==> src/rtl/uart_pkg.sv <==
`default_nettype none
// ============================================================================
// Module   : uart_pkg
// Brief    : Shared constants and handshake state encoding for the UART
//            transmit buffer and its byte FIFO.
// Revision : 1.0 - initial release
// ============================================================================
package uart_pkg;

  // Default FIFO depth is 2**DEFAULT_DEPTH_LOG2 bytes.
  localparam int DEFAULT_DEPTH_LOG2 = 4;

  // Transmitter handshake states.
  typedef enum logic [1:0] {
    S_IDLE    = 2'd0,
    S_SEND    = 2'd1,
    S_RELEASE = 2'd2
  } tx_state_t;

endpackage
`default_nettype wire

==> src/rtl/uart_byte_fifo.sv <==
`default_nettype none
// ============================================================================
// Module   : uart_byte_fifo
// Brief    : Synchronous byte FIFO with push/pop and occupancy count.
//            Full/empty come from the count, so pointer wrap is unambiguous.
//            A push while full or a pop while empty is ignored.
// Revision : 1.0 - initial release
// ============================================================================
module uart_byte_fifo
  import uart_pkg::*;
#(
  parameter int DEPTH_LOG2 = DEFAULT_DEPTH_LOG2
) (
  input  logic                  clk,
  input  logic                  rst,
  input  logic                  push,
  input  logic [7:0]            push_data,
  input  logic                  pop,
  output logic [7:0]            head,
  output logic [DEPTH_LOG2:0]   count,
  output logic                  full,
  output logic                  empty
);

  localparam int                  C_DEPTH     = 1 << DEPTH_LOG2;
  localparam logic [DEPTH_LOG2:0] C_DEPTH_CNT = {1'b1, {DEPTH_LOG2{1'b0}}};
  localparam logic [DEPTH_LOG2:0] C_CNT_ONE   = (DEPTH_LOG2 + 1)'(1);
  localparam logic [DEPTH_LOG2-1:0] C_PTR_ONE = DEPTH_LOG2'(1);

  logic [7:0]            mem [0:C_DEPTH-1];
  logic [DEPTH_LOG2-1:0] wr_ptr;
  logic [DEPTH_LOG2-1:0] rd_ptr;
  logic                  do_push;
  logic                  do_pop;

  assign full    = (count == C_DEPTH_CNT);
  assign empty   = (count == '0);
  assign do_push = push && !full;
  assign do_pop  = pop && !empty;
  assign head    = mem[rd_ptr];

  // Byte storage; contents are don't-care until written, so no reset.
  always_ff @(posedge clk) begin
    if (do_push) begin
      mem[wr_ptr] <= push_data;
    end
  end

  // Pointers wrap naturally at their width; count tracks net push/pop.
  always_ff @(posedge clk) begin
    if (rst) begin
      wr_ptr <= '0;
      rd_ptr <= '0;
      count  <= '0;
    end else begin
      if (do_push) begin
        wr_ptr <= wr_ptr + C_PTR_ONE;
      end
      if (do_pop) begin
        rd_ptr <= rd_ptr + C_PTR_ONE;
      end
      case ({do_push, do_pop})
        2'b10:   count <= count + C_CNT_ONE;
        2'b01:   count <= count - C_CNT_ONE;
        default: count <= count;
      endcase
    end
  end

endmodule
`default_nettype wire

==> src/rtl/uart_tx_buffer.sv <==
`default_nettype none
// ============================================================================
// Module   : uart_tx_buffer
// Brief    : Byte FIFO in front of a UART transmitter. Bytes written by the
//            CPU side are queued and handed to the transmitter one at a time
//            over a DV/done level handshake.
//            Optional feature macro: UART_TX_BUFFER_OVF_FLAG_EN enables the
//            sticky overflow flag (otherwise o_Overflow is tied low).
// Revision : 1.0 - initial release
// ============================================================================
module uart_tx_buffer
  import uart_pkg::*;
#(
  parameter int DEPTH_LOG2 = DEFAULT_DEPTH_LOG2
) (
  input  logic                  i_Clock,
  input  logic                  reset,
  input  logic                  i_Wr_En,
  input  logic [7:0]            i_Wr_Data,
  output logic                  o_Full,
  output logic                  o_Empty,
  output logic [DEPTH_LOG2:0]   o_Count,
  output logic                  o_Busy,
  output logic                  o_Tx_DV,
  output logic [7:0]            o_Tx_Byte,
  input  logic                  i_Tx_Done,
  input  logic                  i_Clr_Ovf,
  output logic                  o_Overflow
);

  tx_state_t  state;
  logic [7:0] head;
  logic       pop;

  uart_byte_fifo #(
    .DEPTH_LOG2 (DEPTH_LOG2)
  ) u_fifo (
    .clk       (i_Clock),
    .rst       (reset),
    .push      (i_Wr_En),
    .push_data (i_Wr_Data),
    .pop       (pop),
    .head      (head),
    .count     (o_Count),
    .full      (o_Full),
    .empty     (o_Empty)
  );

  // A new byte leaves the FIFO only when idle and the transmitter has
  // released its done level from the previous byte.
  assign pop    = (state == S_IDLE) && !o_Empty && !i_Tx_Done;
  assign o_Busy = !o_Empty || (state != S_IDLE);

  // Handshake FSM: load byte and raise DV, wait for done, wait for done low.
  always_ff @(posedge i_Clock) begin
    if (reset) begin
      state     <= S_IDLE;
      o_Tx_DV   <= 1'b0;
      o_Tx_Byte <= 8'h00;
    end else begin
      case (state)
        S_IDLE: begin
          if (pop) begin
            o_Tx_Byte <= head;
            o_Tx_DV   <= 1'b1;
            state     <= S_SEND;
          end
        end
        S_SEND: begin
          if (i_Tx_Done) begin
            o_Tx_DV <= 1'b0;
            state   <= S_RELEASE;
          end
        end
        S_RELEASE: begin
          if (!i_Tx_Done) begin
            state <= S_IDLE;
          end
        end
        default: begin
          o_Tx_DV <= 1'b0;
          state   <= S_IDLE;
        end
      endcase
    end
  end

`ifdef UART_TX_BUFFER_OVF_FLAG_EN
  // Sticky overflow: a dropped write sets it and beats a same-cycle clear.
  always_ff @(posedge i_Clock) begin
    if (reset) begin
      o_Overflow <= 1'b0;
    end else if (i_Wr_En && o_Full) begin
      o_Overflow <= 1'b1;
    end else if (i_Clr_Ovf) begin
      o_Overflow <= 1'b0;
    end
  end
`else
  logic unused_clr_ovf;
  assign unused_clr_ovf = i_Clr_Ovf;
  assign o_Overflow     = 1'b0;
`endif

endmodule
`default_nettype wire

==> config.mk <==
export PLATFORM = sky130hd
export DESIGN_NAME = uart_tx_buffer
export DESIGN_NICKNAME = d
export VERILOG_FILES = /design/src/rtl/uart_pkg.sv /design/src/rtl/uart_byte_fifo.sv /design/src/rtl/uart_tx_buffer.sv
export SDC_FILE = /design/constraint.sdc
export NUM_CORES = 1
export LEC_CHECK = 0
export CORE_MARGIN = 2
export CORE_UTILIZATION = 26
export CTS_CLUSTER_DIAMETER = 50
export DETAILED_ROUTE_END_ITERATION = 6
export PLACE_DENSITY = 0.43
export SLEW_MARGIN = 10
export SYNTH_ARGS = -nofsm -noshare
export SYNTH_HDL_FRONTEND = slang
export SYNTH_SLANG_ARGS = --single-unit
==> constraint.sdc <==
create_clock -name i_Clock -period 4.7 [get_ports i_Clock]
set_input_delay 0.705 -clock i_Clock [delete_from_list [all_inputs] [get_ports i_Clock]]
set_output_delay 0.705 -clock i_Clock [all_outputs]
set_load 0.01 [all_outputs]
==> qor.yml, run 1 <==
clock_network:
  clk_pin_slew_ns: 0.06
  clock_latency_ns: 0.42
  ctsResizeCount: 0
  post-cts-setup-buffers: 0
  cts.root.buffer_cell: "clkbuf_16"
  cts-buffers-inserted: 17
  clock-sinks: 152
  htreeDepth: 4
  cts_tree: "yes"
  cts_hold_buf: 0
  cts_buffer_depth: 2
cells_and_area:
  drive_gt1_frac: 0.09868
  fillers: 2380
  fin_cells: 775
  syn2layout_area_growth_pct: 18.39
  layout.nets: 465
  diodes: 0
sta:
  setup_viol: 0
  relSlewSlack: 0.3226
  rsz0062_at_grt: "false"
  skew_ns: 0.01203
  tightest_slew_ns: 1.016
  drv_slew: 0
  fin_setup_tns_ns: 0
  fmax_ghz: 0.3303
  final.period_utilization: 0.6442
  fin_ws_ns: 1.672
  period_needed_ns: 3.028
  finalHoldViolCount: 0
yosys:
  syn_nets: 439
  ys_seq_area_frac: 0.6922
  synth-seq-cells: 152
  syn_avg_cell_area_sq_um: 14.98
  syn_inst: 417
  ys.flop_type: "edfxtp_1"
  synth_edf_count: 128
  async_reset_ff_frac: 0
  yosys_warnings: 0
  yosysUniqueCellTypes: 42
  synth_area_sq_um: 6247
setup_path:
  cpMaxStageDelayCell: "clkdlybuf4s50_1"
  max_stage_delay_ns: 0.56
  critPathMaxFanout: 9
  cp_cell_sequence: "clkdlybuf4s50_1 -> a21boi_1 -> inv_1 -> ha_1 -> xor2_1 -> ha_1 -> a211o_2 -> a21oi_1 -> a211o_1 -> nand3_1"
  path_delay_family: "compound AO/OA/AOI/OAI gates"
  path_buf_inv: 2
  start_kind: "input pin"
  arrival_ns: 3.33
  critPathKind: "in -> reg"
  cpMostUsedCell: "ha_1"
  crit_path_end_kind: "flip-flop"
  worstPathRequired_ns: 5.00
drt:
  wl_um: 14020
  dr_total_vias: 3413
  wl_per_cell_um: 18.10
  vias_per_cell: 4.404
  drtAntennaViolNets: 0
  drtPass1Iterations: 4
  drt-initial-drc-count: 231
  drc_errors: 0
grt:
  grt_usage: 0.1147
  grt_pass1_vias: 3445
  grt_pass1_wl_um: 21490
  grt_max_degree: 56
  antenna_found_initial: 0
  overflow: 0
floorplan:
  start_util: 0.2654
  dieHeight_um: 159.0
  rows: 56
  design.portCount: 31
  dieArea_sq_um: 25280
  core_area_sq_um: 23540
  die_width_um: 159.0
placement:
  portBuffers: 28
  dp_cells: 743
  place_ws_ns: 1.229
  hpwl_um: 9404
  gp_congestion: 0.7354
min_path:
  hp-class: "reg -> reg"
pwr:
  pwr_density_cell_nw_per_um2: 519.4
  ir_drop_v: 0.0002306
  p_leak_nw: 2.255
run_status:
  status: "finished clean"
job:
  cap_violations: 0
==> state kept, by name, indices dropped and copies added (netlist names) <==
register,flops
u_fifo.wr_ptr,4
o_Tx_Byte,8
state,2
u_fifo.count,5
u_fifo.rd_ptr,4
o_Tx_DV,1
u_fifo.mem,128
==> cell families after synthesis <==
kind of cell	Yosys count	share of synthesized area
other	1	0.0006003
AO/OA/AOI/OAI	62	0.06870
XOR/XNOR	10	0.01402
buffers and inverters	34	0.03204
multiplexers	67	0.1073
AND/OR/NAND/NOR	82	0.06709
flip-flops	152	0.6922
adder cells (fa/ha/maj)	9	0.01803
==> report_power, final <==
group / internal, mW / switching, mW / leakage, nW / total [mW]
sequential: 1.57 / 0.0996 / 1.35 / 1.66
clock: 0.827 / 0.526 / 0.279 / 1.35
combinational: 0.357 / 0.467 / 0.623 / 0.824
==> final cells by class <==
type | count | area [sq um] | share of cell area
flip-flops and latches | 152 | 4328 | 0.5852
multi-input cells | 231 | 1727 | 0.2335
well taps | 319 | 399.1 | 0.05397
clock buffers | 18 | 429.2 | 0.05803
repair buffers | 35 | 332.8 | 0.04500
clock inverters | 14 | 157.7 | 0.02132
inverters | 6 | 22.52 | 0.003045
==> routing by layer <==
| layer | routed length [um] | global-route usage | part of all wire |
|---|---|---|---|
| met1 | 6701 | 0.1558 | 0.48 |
| met2 | 6756 | 0.1783 | 0.48 |
| met3 | 352 | 0.02813 | 0.025 |
| met4 | 215 | 0.04215 | 0.015 |
| met5 | 0 | 0 | 0 |
==> worst paths after layout <==
check        slack, ns                         start  depth (start not counted)                            to
min               0.50     o_Tx_Byte[4]$_SDFFE_PP0P_                          2     o_Tx_Byte[4]$_SDFFE_PP0P_
min reg2reg       0.50     o_Tx_Byte[4]$_SDFFE_PP0P_                          2     o_Tx_Byte[4]$_SDFFE_PP0P_
max reg2reg       1.77  u_fifo.count[1]$_SDFFE_PP0P_                          9  u_fifo.count[4]$_SDFFE_PP0P_
max               1.67                       i_Wr_En                         10  u_fifo.count[4]$_SDFFE_PP0P_
==> stage by stage <==
stage	utilization	area [sq um]	total power, mW	hold WS [ns]
2_1_floorplan	-	6247	2.184	0.4731
3_3_place_gp	0.2892	6809	2.519	0.4712
3_5_place_dp	0.2892	6809	2.528	0.4962
4_1_cts	0.3141	7396	3.889	0.5014
5_1_grt	0.3141	7396	4.032	0.5257
6_report	0.3141	7396	3.841	0.5021
==> worst reg2reg max path, delay by kind of cell, from the launching register on <==
family	cells	cell delay, ns
simple gates	3	1.21
compound gates	3	0.52
flops	1	0.41
buf+inv	1	0.14
fa+ha+maj	2	0.60
==> cell usage after synthesis (2+ instances only) <==
cell type / n / area share
nor3b_1: 2 / 0.0024
nor2_1: 35 / 0.021
edfxtp_1: 128 / 0.62
or3b_1: 3 / 0.0042
buf_4: 9 / 0.011
o21ai_0: 3 / 0.0024
a211oi_1: 8 / 0.0096
nand2_1: 8 / 0.0048
nand3b_1: 3 / 0.0036
nand2b_1: 4 / 0.0040
xor2_1: 6 / 0.0084
o211ai_1: 3 / 0.0036
buf_2: 7 / 0.0056
inv_1: 6 / 0.0036
a211o_1: 2 / 0.0028
nor3_1: 8 / 0.0064
clkbuf_1: 7 / 0.0042
o22ai_1: 32 / 0.032
and3_1: 2 / 0.0020
or3_1: 2 / 0.0020
xnor2_1: 4 / 0.0056
ha_1: 9 / 0.018
buf_6: 4 / 0.0072
a21oi_1: 5 / 0.0040
dfxtp_1: 24 / 0.077
nand3_1: 2 / 0.0016
mux2i_1: 67 / 0.11
nor4_1: 10 / 0.010
==> layout by cell type (no fill, tap or decap), types with 7 or more instances in the layout <==
cell             instances
edfxtp_1               128
mux2i_1                 67
nor2_1                  35
o22ai_1                 32
clkdlybuf4s50_1         28
dfxtp_1                 23
clkbuf_16               17
nor4_1                  10
ha_1                     9
nor3_1                   8
nand2_1                  8
a211oi_1                 8
buf_4                    7
Note: power is estimated with default switching activity, not from simulation.
==> inputs of run 2 (changes only) <==
==> constraint.sdc (replaced) <==
create_clock -name i_Clock -period 3.1 [get_ports i_Clock]
set_input_delay 0.465 -clock i_Clock [delete_from_list [all_inputs] [get_ports i_Clock]]
set_output_delay 0.465 -clock i_Clock [all_outputs]
set_load 0.01 [all_outputs]
==> qor.yml, run 2 (same netlist as run 1, synthesis figures left out) <==
drt:
  drtAntennaViolNets: 0  # unchanged
  dr_total_vias: 3534  # +3.5%
  wl_per_cell_um: 18.10  # about the same
  vias_per_cell: 4.479  # +1.7%
  wl_um: 14280  # +1.8%
  drtPass1Iterations: 4  # unchanged
  drc_errors: 0  # unchanged
  drt-initial-drc-count: 202  # -13%
cells_and_area:
  drive_gt1_frac: 0.1298  # +0.03110
  layout.nets: 479  # +3.0%
  final_cell_mix: "edfxtp_1, mux2i_1, nor2_1"
  largest_reg_flops: 128  # unchanged
  fillers: 2322  # -2.4%
  reg_top3: "u_fifo.mem: 128 flops, o_Tx_Byte: 8 flops, u_fifo.count: 5 flops"
  post-route-util: 0.3214  # +0.007227
  diodes: 0  # unchanged
  syn2layout_area_growth_pct: 21.11
  layout_commonest_cell: "edfxtp_1"
  largest_register: "u_fifo.mem"
clock_network:
  htreeDepth: 4  # unchanged
  clk_pin_slew_ns: 0.06  # about the same
  cts_buffer_depth: 2  # unchanged
  ctsResizeCount: 0  # unchanged
  post-cts-setup-buffers: 0  # unchanged
  cts.root.buffer_cell: "clkbuf_16"
  clock-sinks: 152  # unchanged
  clock_latency_ns: 0.43  # about the same
  cts-buffers-inserted: 17  # unchanged
  cts_tree: "yes"
  cts_hold_buf: 0  # unchanged
sta:
  drv_slew: 0  # unchanged
  skew_ns: 0.01045  # -0.001573 ns
  tightest_slew_ns: 0.7973  # -0.2189 ns
  setup_viol: 0  # unchanged
  whs_ns: 0.5019  # -0.0002510 ns
  relSlewSlack: 0.4665  # +0.1440
  finalHoldViolCount: 0  # unchanged
  rsz0062_at_grt: "false"
  final.period_utilization: 0.8757
  fmax_ghz: 0.3684
  period_needed_ns: 2.715
  fin_setup_tns_ns: 0  # unchanged
grt:
  grt_pass1_vias: 3461  # +0.46%
  overflow: 0  # unchanged
  grt_usage: 0.1154  # +0.0006934
  antenna_found_initial: 0  # unchanged
  grt_max_degree: 36  # -36%
  grt_pass1_wl_um: 21330  # -0.74%
setup_path:
  rr_startpoint: "u_fifo.count[1]$_SDFFE_PP0P_"
  start_kind: "flip-flop"
  critPathMaxFanout: 10  # +1
  crit_path_end_kind: "primary output"
  r2r_slack_ns: 0.44  # -1.33 ns
  worstPathRequired_ns: 2.63  # -2.37 ns
  startpoint: "u_fifo.count[1]$_SDFFE_PP0P_"
  arrival_ns: 2.25  # -1.08 ns
  rr_endpoint: "u_fifo.count[4]$_SDFFE_PP0P_"
  critPathKind: "reg -> out"
  worst-r2r-cell-count: 9  # unchanged
floorplan:
  dieHeight_um: 159.0  # unchanged
  start_util: 0.2654  # unchanged
  core_area_sq_um: 23540  # unchanged
  rows: 56  # unchanged
  design.portCount: 31  # unchanged
  dieArea_sq_um: 25280  # unchanged
  die_width_um: 159.0  # unchanged
placement:
  portBuffers: 28  # unchanged
  hpwl_um: 9578  # +1.9%
  gp_congestion: 0.7545  # +2.6%
run_status:
  status: "finished clean"
min_path:
  hp-class: "reg -> reg"
  hold_depth: 2  # unchanged
  min_to: "o_Tx_Byte[7]$_SDFFE_PP0P_"
  min_from: "o_Tx_Byte[7]$_SDFFE_PP0P_"
pwr:
  ir_drop_v: 0.0003811  # +65%
  p_leak_nw: 2.370  # +5.1%
  pwr_density_cell_nw_per_um2: 789.7  # +52%
job:
  cap_violations: 0  # unchanged
## run 2: cell count changes in the layout (fill, tap and decap cells not counted), sizes merged
| cell | previous run | this run |
|---|---|---|
| clkinvlp | 4 | 0 |
| buf | 7 | 21 |
| clkbuf | 18 | 21 |
| inv | 6 | 10 |
| clkinv | 7 | 4 |
## run 2: stage by stage
stage	std cells	area, sq um	setup slack [ns]	total power, mW
2_1_floorplan	417	6247	0.4592	3.311
3_3_place_gp	757	6927	0.09551	3.838
3_5_place_dp	757	6927	0.08253	3.846
4_1_cts	789	7566	0.3763	6.053
5_1_grt	789	7566	0.2351	6.247
6_report	789	7566	0.3854	5.975
## run 2: layout make-up
| type | count | area [sq um] | area share |
|---|---|---|---|
| Clock buffer | 21 | 480.5 | 0.06350 |
| Clock inverter | 11 | 158.9 | 0.02100 |
| Inverter | 6 | 22.52 | 0.002977 |
| Multi-Input combinational cell | 231 | 1727 | 0.2282 |
| Sequential cell | 152 | 4328 | 0.5720 |
| Tap cell | 319 | 399.1 | 0.05275 |
| Timing Repair Buffer | 49 | 450.4 | 0.05953 |
## run 2: worst max-delay path by stage
| stage | end | depth (start not counted) |
|---|---|---|
| after CTS | o_Busy | 4 |
| after global placement | u_fifo.count[4]$_SDFFE_PP0P_ | 9 |
| after global routing | u_fifo.count[4]$_SDFFE_PP0P_ | 9 |
| final | o_Busy | 4 |
| after detailed placement | u_fifo.count[4]$_SDFFE_PP0P_ | 9 |
| after floorplan | u_fifo.count[4]$_SDFFE_PP0P_ | 9 |
## run 2: layer usage
metal | wire (um) | track usage | vias up
li1 | - | - | 1688
met1 | 6664 | 0.1483 | 1758
met2 | 6611 | 0.1802 | 64
met3 | 557 | 0.03022 | 24
met4 | 447 | 0.05868 | 0
met5 | 0 | 0 | -
## run 2: where the power goes
part	total, mW	internal, mW	leakage, nW	switching [mW]
registers	2.52	2.37	1.35	0.146
clock network	2.19	1.37	0.317	0.821
logic	1.27	0.557	0.701	0.710
## run 2: critical path, cell delays in order (launching register included)
cell	delay, ns
dfxtp_1	0.41
or4_4	0.62
nor3_1	0.22
nand2b_1	0.09
clkdlybuf4s50_1	0.48
==> inputs of run 3 (changes only) <==
--- a/config.mk
+++ b/config.mk
@@ -5,11 +5,13 @@
 export SDC_FILE = /design/constraint.sdc
 export NUM_CORES = 1
 export LEC_CHECK = 0
+export CELL_PAD_IN_SITES_DETAIL_PLACEMENT = 1
+export CELL_PAD_IN_SITES_GLOBAL_PLACEMENT = 1
 export CORE_MARGIN = 2
 export CORE_UTILIZATION = 26
 export CTS_CLUSTER_DIAMETER = 50
 export DETAILED_ROUTE_END_ITERATION = 6
-export PLACE_DENSITY = 0.43
+export PLACE_DENSITY = 0.48
 export SLEW_MARGIN = 10
 export SYNTH_ARGS = -nofsm -noshare
 export SYNTH_HDL_FRONTEND = slang
==> qor.yml, run 3 (same netlist as run 1, synthesis figures left out) <==
run_status:
  status: "finished clean"
drt:
  drtAntennaViolNets: 0  # unchanged
  dr_total_vias: 3590  # +1.6%
  wl_per_cell_um: 18.97  # +4.8%
  drtPass1Iterations: 4  # unchanged
  drc_errors: 0  # unchanged
  vias_per_cell: 4.521  # +0.94%
  drt-initial-drc-count: 241  # +19%
  wl_um: 15060  # +5.4%
sta:
  fin_setup_tns_ns: 0  # unchanged
  drv_slew: 0  # unchanged
  finalHoldViolCount: 0  # unchanged
  period_needed_ns: 2.753  # +0.03869 ns
  skew_ns: 0.007016  # -0.003437 ns
  fin_ws_ns: 0.3467  # -0.03869 ns
  final.period_utilization: 0.8882  # +0.01248
  setup_viol: 0  # unchanged
  relSlewSlack: 0.5027  # +0.03622
  fmax_ghz: 0.3632  # -1.4%
  tightest_slew_ns: 0.7436  # -0.05372 ns
  rsz0062_at_grt: "false"
setup_path:
  start_kind: "flip-flop"
  worstPathRequired_ns: 2.63  # about the same
  critPathKind: "reg -> out"
  crit_path_end_kind: "primary output"
  arrival_ns: 2.29  # +0.04 ns
  r2r_slack_ns: 0.48  # +0.04 ns
  critPathMaxFanout: 9  # -1
floorplan:
  design.portCount: 31  # unchanged
  die_width_um: 159.0  # unchanged
  dieArea_sq_um: 25280  # unchanged
  core_area_sq_um: 23540  # unchanged
  start_util: 0.2654  # unchanged
  dieHeight_um: 159.0  # unchanged
  rows: 56  # unchanged
pwr:
  ir_drop_v: 0.0003558  # -6.6%
  fin_total_pwr_mw: 5.781  # -3.2%
  p_leak_nw: 2.362  # -0.34%
  pwr_density_cell_nw_per_um2: 768.3  # -2.7%
cells_and_area:
  fin_area_sq_um: 7525  # -0.55%
  fillers: 2512  # +8.2%
  largest_reg_flops: 128  # unchanged
  diodes: 0  # unchanged
  drive_gt1_frac: 0.1347  # +0.004950
  seq_area_sq_um: 4328  # unchanged
  layout_commonest_cell: "edfxtp_1"
  reg_top3: "u_fifo.mem: 128 flops, o_Tx_Byte: 8 flops, u_fifo.count: 5 flops"
  final_cell_mix: "edfxtp_1, mux2i_1, nor2_1"
  layout.nets: 484  # +1.0%
  largest_register: "u_fifo.mem"
  fin_cells: 794  # +0.63%
  syn2layout_area_growth_pct: 20.45
  multi_input_area_sq_um: 1727  # unchanged
clock_network:
  clk_pin_slew_ns: 0.06  # about the same
  clock_latency_ns: 0.42  # about the same
  cts_hold_buf: 0  # unchanged
  cts_tree: "yes"
  htreeDepth: 4  # unchanged
  cts.root.buffer_cell: "clkbuf_16"
  cts_buffer_depth: 2  # unchanged
  cts-buffers-inserted: 17  # unchanged
  ctsResizeCount: 0  # unchanged
  post-cts-setup-buffers: 0  # unchanged
  clock-sinks: 152  # unchanged
placement:
  place_ws_ns: 0.1635  # +0.08093 ns
  dpl_cell_area_sq_um: 6964  # +0.54%
  hpwl_um: 10240  # +6.9%
  portBuffers: 28  # unchanged
  gp_congestion: 0.7417  # -1.7%
  dp_cells: 762  # +0.66%
grt:
  grt_max_degree: 32  # -11%
  overflow: 0  # unchanged
  grt_pass1_vias: 3783  # +9.3%
  antenna_found_initial: 0  # unchanged
  grt_usage: 0.1221  # +0.006709
  grt_pass1_wl_um: 22930  # +7.5%
min_path:
  hp-class: "reg -> reg"
job:
  cap_violations: 0  # unchanged
-- run 3: cell count changes in the layout (fill, tap and decap cells not counted), sizes merged --
cell,delta
clkinvlp,+1
clkbuf,+1
bufinv,-3
buf,+5
clkinv,+1
-- run 3: area by class of cell --
class | instances | area share
clock buffer | 22 | 0.06601
clock inverter | 10 | 0.008480
inverter | 6 | 0.002993
multi-input combinational | 231 | 0.2295
sequential | 152 | 0.5752
tap | 319 | 0.05304
timing repair buffer | 54 | 0.06485
-- run 3: per-layer routing --
metal	global-route usage	part of all wire
met2	0.2081	0.50
met5	0	0
met3	0.03100	0.034
met1	0.1500	0.44
met4	0.04421	0.019
-- run 3: path summary, 6_finish.rpt --
kind | startpoint | end | cells past startpoint
min reg2reg | o_Tx_Byte[5]$_SDFFE_PP0P_ | o_Tx_Byte[5]$_SDFFE_PP0P_ | 2
max reg2reg | u_fifo.count[2]$_SDFFE_PP0P_ | u_fifo.count[4]$_SDFFE_PP0P_ | 9
max | u_fifo.count[1]$_SDFFE_PP0P_ | o_Busy | 5
min | o_Tx_Byte[5]$_SDFFE_PP0P_ | o_Tx_Byte[5]$_SDFFE_PP0P_ | 2
-- run 3: critical path, cell delays in order (launching register included) --
cell             delay, ns
dfxtp_1               0.31
buf_4                 0.16
or4_4                 0.59
nor3_1                0.23
nand2b_1              0.09
clkdlybuf4s50_1       0.49
-- run 3: power breakdown --
group / internal [mW] / switching (mW) / total (mW) / leakage [nW]
clock network: 1.14 / 0.806 / 1.95 / 0.282
registers: 2.37 / 0.141 / 2.51 / 1.35
logic: 0.572 / 0.750 / 1.32 / 0.728
total: 4.08 / 1.70 / 5.78 / 2.36
-- run 3: metrics by stage --
step,util,hold slack [ns]
6_report,0.3196,0.5032
5_1_grt,0.3196,0.5242
4_1_cts,0.3196,0.5064
3_5_place_dp,0.2958,0.4907
3_3_place_gp,0.2958,0.4707
2_1_floorplan,-,0.4731
